`config.mk`:
```
export PLATFORM = sky130hd
export DESIGN_NAME = pipe_hazard_ctrl_flat
export DESIGN_NICKNAME = d
export VERILOG_FILES = /design/src/rtl/pipe_hazard_ctrl_if.sv /design/src/rtl/pipe_hazard_ctrl.sv /design/src/flat_wrapper.sv
export SDC_FILE = /design/constraint.sdc
export NUM_CORES = 1
export LEC_CHECK = 0
export ABC_CLOCK_PERIOD_IN_PS = 2800
export CAP_MARGIN = 5
export CORE_MARGIN = 2
export CORE_UTILIZATION = 32
export CTS_CLUSTER_DIAMETER = 50
export DETAILED_ROUTE_END_ITERATION = 10
export PLACE_DENSITY = 0.76
export SYNTH_ARGS = -nofsm -noshare
export SYNTH_HDL_FRONTEND = slang
export SYNTH_SLANG_ARGS = --single-unit
```
`constraint.sdc`:
```
create_clock -name CLK -period 2.8 [get_ports CLK]
set_input_delay 0.56 -clock CLK [delete_from_list [all_inputs] [get_ports CLK]]
set_output_delay 0.56 -clock CLK [all_outputs]
set_load 0.02 [all_outputs]
```
`src/rtl/pipe_hazard_ctrl_if.sv`:
```
// Control bundle between the pipeline registers and the hazard sequencer.
// The pipeline side (master) supplies the ID/EX control fields and the memory
// handshake. The sequencer (slave) returns the stage enables, the flushes and
// the vector beat request.
interface pipe_hazard_ctrl_if #(
  parameter int V    = 20,
  parameter int BEAT = 4
);
  localparam int NBEATS = (V + BEAT - 1) / BEAT;
  localparam int CW     = (NBEATS > 1) ? $clog2(NBEATS) : 1;

  logic [4:0]    ID_A1_i;
  logic [4:0]    ID_A2_i;
  logic          ID_Uses1_i;
  logic          ID_Uses2_i;
  logic [4:0]    EX_A3_i;
  logic          EX_RegFile_WE_i;
  logic          EX_WBSelect_i;
  logic          EX_MemWE_i;
  logic [1:0]    EX_OpType_i;
  logic          BranchTaken_i;
  logic          MemReady_i;

  logic          En_IF_o;
  logic          En_IFID_o;
  logic          En_IDEX_o;
  logic          En_EXMEM_o;
  logic          Flush_IFID_o;
  logic          Flush_IDEX_o;
  logic          MemReq_o;
  logic [CW-1:0] VecBeat_o;
  logic          VecBusy_o;

  modport master (
    output ID_A1_i, ID_A2_i, ID_Uses1_i, ID_Uses2_i, EX_A3_i, EX_RegFile_WE_i,
           EX_WBSelect_i, EX_MemWE_i, EX_OpType_i, BranchTaken_i, MemReady_i,
    input  En_IF_o, En_IFID_o, En_IDEX_o, En_EXMEM_o, Flush_IFID_o, Flush_IDEX_o,
           MemReq_o, VecBeat_o, VecBusy_o
  );

  modport slave (
    input  ID_A1_i, ID_A2_i, ID_Uses1_i, ID_Uses2_i, EX_A3_i, EX_RegFile_WE_i,
           EX_WBSelect_i, EX_MemWE_i, EX_OpType_i, BranchTaken_i, MemReady_i,
    output En_IF_o, En_IFID_o, En_IDEX_o, En_EXMEM_o, Flush_IFID_o, Flush_IDEX_o,
           MemReq_o, VecBeat_o, VecBusy_o
  );
endinterface

```
`src/rtl/pipe_hazard_ctrl.sv`:
```
// Pipeline sequencer for the vector ASIP.
// Inserts a one-cycle bubble on load-use hazards and flushes the two younger
// stages on a taken branch. A vector memory op in EX is split into
// ceil(V/BEAT) memory beats while the whole pipe stays frozen. Stage controls
// are combinational so they act in the same cycle the hazard is seen.
module pipe_hazard_ctrl #(
  parameter int V    = 20,
  parameter int BEAT = 4
) (
  input logic              CLK,
  input logic              RST,
  pipe_hazard_ctrl_if.slave bus
);
  localparam int NBEATS = (V + BEAT - 1) / BEAT;
  localparam int CW     = (NBEATS > 1) ? $clog2(NBEATS) : 1;
  localparam logic [CW-1:0] LAST_BEAT = CW'(NBEATS - 1);

  typedef enum logic {RUN, VEC} state_t;

  state_t        state;
  logic [CW-1:0] cnt;
  logic          vmem;
  logic          luh;
  logic          last_accept;

  // Classify the EX instruction and detect a load feeding the ID instruction
  always_comb begin
    vmem = (bus.EX_OpType_i == 2'b10) & (bus.EX_WBSelect_i | bus.EX_MemWE_i);
    luh  = bus.EX_WBSelect_i & bus.EX_RegFile_WE_i &
           ((bus.ID_Uses1_i & (bus.ID_A1_i == bus.EX_A3_i)) |
            (bus.ID_Uses2_i & (bus.ID_A2_i == bus.EX_A3_i)));
    last_accept = bus.MemReady_i & (cnt == LAST_BEAT);
  end

  // Sequencer state: one setup cycle into VEC, then count accepted beats
  always_ff @(posedge CLK or negedge RST) begin
    if (!RST) begin
      state <= RUN;
      cnt   <= '0;
    end else begin
      case (state)
        RUN: begin
          if (vmem) begin
            state <= VEC;
            cnt   <= '0;
          end
        end
        VEC: begin
          if (last_accept) begin
            state <= RUN;
            cnt   <= '0;
          end else if (bus.MemReady_i) begin
            cnt <= cnt + CW'(1);
          end
        end
        default: begin
          state <= RUN;
          cnt   <= '0;
        end
      endcase
    end
  end

  // Stage enables, flushes and beat request; reset forces a free-running pipe
  always_comb begin
    bus.En_IF_o      = 1'b1;
    bus.En_IFID_o    = 1'b1;
    bus.En_IDEX_o    = 1'b1;
    bus.En_EXMEM_o   = 1'b1;
    bus.Flush_IFID_o = 1'b0;
    bus.Flush_IDEX_o = 1'b0;
    bus.MemReq_o     = 1'b0;
    bus.VecBeat_o    = '0;
    bus.VecBusy_o    = 1'b0;
    if (RST) begin
      case (state)
        RUN: begin
          if (vmem) begin
            bus.En_IF_o    = 1'b0;
            bus.En_IFID_o  = 1'b0;
            bus.En_IDEX_o  = 1'b0;
            bus.En_EXMEM_o = 1'b0;
          end else if (bus.BranchTaken_i) begin
            bus.Flush_IFID_o = 1'b1;
            bus.Flush_IDEX_o = 1'b1;
          end else if (luh) begin
            bus.En_IF_o      = 1'b0;
            bus.En_IFID_o    = 1'b0;
            bus.Flush_IDEX_o = 1'b1;
          end
        end
        VEC: begin
          bus.MemReq_o  = 1'b1;
          bus.VecBeat_o = cnt;
          bus.VecBusy_o = 1'b1;
          if (!last_accept) begin
            bus.En_IF_o    = 1'b0;
            bus.En_IFID_o  = 1'b0;
            bus.En_IDEX_o  = 1'b0;
            bus.En_EXMEM_o = 1'b0;
          end
        end
        default: begin
          bus.En_IF_o = 1'b1;
        end
      endcase
    end
  end
endmodule

```
`src/flat_wrapper.sv`:
```
// flat-port wrapper written by rule: the top's interface ports become plain ports
module pipe_hazard_ctrl_flat 
#(
  parameter int V    = 20,
  parameter int BEAT = 4
)
  (CLK, RST, bus_ID_A1_i, bus_ID_A2_i, bus_ID_Uses1_i, bus_ID_Uses2_i, bus_EX_A3_i, bus_EX_RegFile_WE_i, bus_EX_WBSelect_i, bus_EX_MemWE_i, bus_EX_OpType_i, bus_BranchTaken_i, bus_MemReady_i, bus_En_IF_o, bus_En_IFID_o, bus_En_IDEX_o, bus_En_EXMEM_o, bus_Flush_IFID_o, bus_Flush_IDEX_o, bus_MemReq_o, bus_VecBeat_o, bus_VecBusy_o);
  pipe_hazard_ctrl_if #(.V(V), .BEAT(BEAT)) bus_i ();
  input logic CLK;
  input logic RST;
  input wire logic [$bits(bus_i.ID_A1_i)-1:0] bus_ID_A1_i;
  input wire logic [$bits(bus_i.ID_A2_i)-1:0] bus_ID_A2_i;
  input wire logic [$bits(bus_i.ID_Uses1_i)-1:0] bus_ID_Uses1_i;
  input wire logic [$bits(bus_i.ID_Uses2_i)-1:0] bus_ID_Uses2_i;
  input wire logic [$bits(bus_i.EX_A3_i)-1:0] bus_EX_A3_i;
  input wire logic [$bits(bus_i.EX_RegFile_WE_i)-1:0] bus_EX_RegFile_WE_i;
  input wire logic [$bits(bus_i.EX_WBSelect_i)-1:0] bus_EX_WBSelect_i;
  input wire logic [$bits(bus_i.EX_MemWE_i)-1:0] bus_EX_MemWE_i;
  input wire logic [$bits(bus_i.EX_OpType_i)-1:0] bus_EX_OpType_i;
  input wire logic [$bits(bus_i.BranchTaken_i)-1:0] bus_BranchTaken_i;
  input wire logic [$bits(bus_i.MemReady_i)-1:0] bus_MemReady_i;
  output wire logic [$bits(bus_i.En_IF_o)-1:0] bus_En_IF_o;
  output wire logic [$bits(bus_i.En_IFID_o)-1:0] bus_En_IFID_o;
  output wire logic [$bits(bus_i.En_IDEX_o)-1:0] bus_En_IDEX_o;
  output wire logic [$bits(bus_i.En_EXMEM_o)-1:0] bus_En_EXMEM_o;
  output wire logic [$bits(bus_i.Flush_IFID_o)-1:0] bus_Flush_IFID_o;
  output wire logic [$bits(bus_i.Flush_IDEX_o)-1:0] bus_Flush_IDEX_o;
  output wire logic [$bits(bus_i.MemReq_o)-1:0] bus_MemReq_o;
  output wire logic [$bits(bus_i.VecBeat_o)-1:0] bus_VecBeat_o;
  output wire logic [$bits(bus_i.VecBusy_o)-1:0] bus_VecBusy_o;
  assign bus_i.ID_A1_i = bus_ID_A1_i;
  assign bus_i.ID_A2_i = bus_ID_A2_i;
  assign bus_i.ID_Uses1_i = bus_ID_Uses1_i;
  assign bus_i.ID_Uses2_i = bus_ID_Uses2_i;
  assign bus_i.EX_A3_i = bus_EX_A3_i;
  assign bus_i.EX_RegFile_WE_i = bus_EX_RegFile_WE_i;
  assign bus_i.EX_WBSelect_i = bus_EX_WBSelect_i;
  assign bus_i.EX_MemWE_i = bus_EX_MemWE_i;
  assign bus_i.EX_OpType_i = bus_EX_OpType_i;
  assign bus_i.BranchTaken_i = bus_BranchTaken_i;
  assign bus_i.MemReady_i = bus_MemReady_i;
  assign bus_En_IF_o = bus_i.En_IF_o;
  assign bus_En_IFID_o = bus_i.En_IFID_o;
  assign bus_En_IDEX_o = bus_i.En_IDEX_o;
  assign bus_En_EXMEM_o = bus_i.En_EXMEM_o;
  assign bus_Flush_IFID_o = bus_i.Flush_IFID_o;
  assign bus_Flush_IDEX_o = bus_i.Flush_IDEX_o;
  assign bus_MemReq_o = bus_i.MemReq_o;
  assign bus_VecBeat_o = bus_i.VecBeat_o;
  assign bus_VecBusy_o = bus_i.VecBusy_o;
  pipe_hazard_ctrl #(.V(V), .BEAT(BEAT)) u_core (.CLK(CLK), .RST(RST), .bus(bus_i));
endmodule
```
==> results by group <==
Outcome
  – Status: finished, final reports clean

Synthesis
  – Synth warn: 0
  – Ranking of synthesized cells by area: dfrtp_1 21%, xor2_1 18%, nand3_1 8.2%
  – Post-synth net total: 91
  – Post-Syn Area: 488 um2
  – Seq/Total Area, Yosys: 20.5%
  – Post-synth top area cell: dfrtp_1
  – Yosys top cell area share: 20.5%
  – Syn Inst Count: 63
  – Seq cells post-synth: 4
  – Netlist cell types: 22
  – Synthesized area per cell: 7.75 um2

STA
  – Unrepaired setup endpoints after global routing: no
  – Final setup fails: 0
  – Final worst-path setup slack: 134 ps
  – Measured slew at the worst slew-check pin: 336 ps
  – Fin. max-slew vios: 0
  – Fmax: 375 MHz
  – Final number of hold-violating endpoints: 0
  – Period utilization: 95.2%
  – Slew headroom: 77.6%
  – Setup TNS: 0 ps
  – Post-route minimum period: 2670 ps
  – Hold Slack: 546 ps
  – Worst Skew: 8.82 ps

Worst setup path
  – Arrival @ worst endpoint: 2110 ps
  – Worst path required time: 2240 ps
  – Worst-path cell chain: clkdlybuf4s50_1 > or2_4 > a31oi_4 > nor3_2 > and3b_1 > clkdlybuf4s15_1
  – Peak per-stage delay on the critical path: 420 ps
  – CP max FO: 8
  – Crit Path Category: in -> out
  – Worst Setup SP: bus_EX_WBSelect_i
  – Slowest-stage cell, CP: clkdlybuf4s50_1
  – Critical Path Source Type: input port
  – Worst Setup End Kind: primary output
  – Reg-to-Reg Start: u_core.cnt[0]$_DFFE_PN0P_

Power
  – PwrDens: 563 mW/mm2
  – Seq pwr share: 24.5%
  – Sw Share: 42.4%
  – Max IR drop VDD: 0.000246 V
  – Internal: 293 uW
  – Lkg Pwr: 0.413 nW
  – Clk network pwr share: 14.2%
  – Combinational share of power: 61.3%
  – Switching power: 216 uW

Placed design
  – Gpl congestion: 0.795
  – Post-place setup slack: -208 ps
  – DP Wirelength: 1050 um
  – PortBufs: 36

Floorplanning
  – Die area: 0.00185 mm2
  – Placeable Area: 0.00147 mm2
  – Io pins: 37
  – Die height: 43.1 um
  – Row cnt: 14
  – Initial core utilization: 33.2%
  – Die X: 43.1 um

CTS
  – Num Clock Sinks: 4
  – Reg clk slew, reported paths: 40 ps
  – H-tree Lvls: 1
  – Postcts setup bufs: 0
  – Clk root buf: clkbuf_4
  – CTS Buffer Depth: 2
  – CTS tree: built
  – TritonCTS buffer count: 3
  – Clock latency on the worst-skew pair: 240 ps

Global routing
  – Vias in the first global route: 573
  – Largest net degree at the start of global routing: 12
  – Grt total ovfl: 0
  – Met3 usage: 7.23%
  – Overall Global Routing Usage: 14.2%
  – Gr busiest metal: met2
  – Global-route wire length before repair: 1980 um
  – Met1 Use GR: 12.7%
  – Antenna violations before repair: 0
  – Met2 GRT Util: 27.6%

Layout
  – Final-stage net count: 134
  – Commonest non-fill, non-tap cell in the layout: clkdlybuf4s50_1
  – Area Growth Syn to Fin: 85.4%
  – Post-layout util: 61.5%
  – Diodes inserted: 0
  – Sequential Area: 100 um2
  – Most frequent cells in the layout: 30 x clkdlybuf4s50_1, 10 x xor2_1, 8 x nand3_1
  – Area occupied by multi-input gates: 344 um2
  – FILL cells: 150
  – Fraction of layout cells with a size suffix above 1: 15.4%

Run
  – Max-Cap Viols: 0

Detailed routing
  – DRC errors left: 0
  – Post-route ant nets: 0
  – Via count: 574
  – Via density: 4.78
  – Avg WL per Cell: 9.73 um
  – Drt total wl: 1170 um
  – 1st-pass router iterations: 2
  – Initial DRC Count: 9

Hold path
  – HP Class: reg -> reg
  – Worst hold path startpoint: u_core.cnt[0]$_DFFE_PN0P_
-- power by group through the flow --
stage | Clock, mW | Combinational (mW) | Sequential, mW
floorplan | 0 | 0.212 | 0.105
global placement | 0 | 0.324 | 0.127
detailed placement | 0 | 0.330 | 0.127
CTS | 0.0749 | 0.317 | 0.126
global route | 0.0789 | 0.344 | 0.132
finish | 0.0722 | 0.312 | 0.125
-- logic make-up (layout without fill, tap and decap cells) --
group	after synthesis	count (layout)	share of synthesized area, %
flip-flops	4	4	20.5
AND/OR/NAND/NOR	30	30	34.6
XOR/XNOR	10	10	17.9
AO/OA/AOI/OAI	7	7	11.5
buffers and inverters	10	51	10.3
adder cells (fa/ha/maj)	2	2	5.13
-- state kept, by name, indices dropped and copies added, names as in the netlist --
| name | cells |
|---|---|
| u_core.state | 1 |
| u_core.cnt | 3 |
-- final cells by class --
cell class | count | area share [%]
Sequential cell | 4 | 11.1
Timing Repair Buffer | 42 | 43.7
Tap cell | 16 | 2.21
Inverter | 6 | 2.49
Multi-Input combinational cell | 49 | 38.0
Clock buffer | 3 | 2.49
-- path summary, 6_finish.rpt --
kind | endpoint | slack [ps] | depth (start not counted)
setup / recovery | bus_En_IF_o | 130 | 6
hold reg to reg | u_core.cnt[0]$_DFFE_PN0P_ | 550 | 1
setup reg to reg | u_core.cnt[2]$_DFFE_PN0P_ | 1610 | 6
hold / removal | u_core.cnt[0]$_DFFE_PN0P_ | 550 | 1
max in group asynchronous | u_core.cnt[1]$_DFFE_PN0P_ | 2010 | 2
min in group asynchronous | u_core.cnt[2]$_DFFE_PN0P_ | 660 | 2
-- metrics by stage --
step                      cells  total power [mW]  cell area [um2]
final                       120             0.509              905
after global placement      117             0.451              886
after floorplan              63             0.318              488
after detailed placement    117             0.457              886
after global routing        120             0.555              905
after CTS                   120             0.518              907
-- per-layer routing --
metal / routed length [um] / vias to the layer above
li1: - / 296
met1: 421 / 249
met2: 610 / 27
met3: 132 / 2
met4: 4 / 0
met5: 0 / -
-- critical path: cells and delay by family --
kind                   cells  cell delay, ps
buffers and inverters      2             720
and+or+nand+nor            3             560
AOI/OAI and AO/OA          1             260
-- synthesized netlist by cell type (all sizes together) --
library cell  count
and3              3
nor2              4
ha                2
a22o              1
dfrtp             4
nor3              2
xor2             10
nand2             5
or2               1
nand3             8
nor4              2
inv               6
and2              1
and3b             1
a31oi             1
buf               4
o21ai             5
nor2b             1
nand4             2
-- what timing repair did --
item	CTS	global route
setup endpoints to repair	6	2
pin swaps	0	2
hold buffers	0	0
resized for setup	7	3
Power figures use the tool's default switching activity.
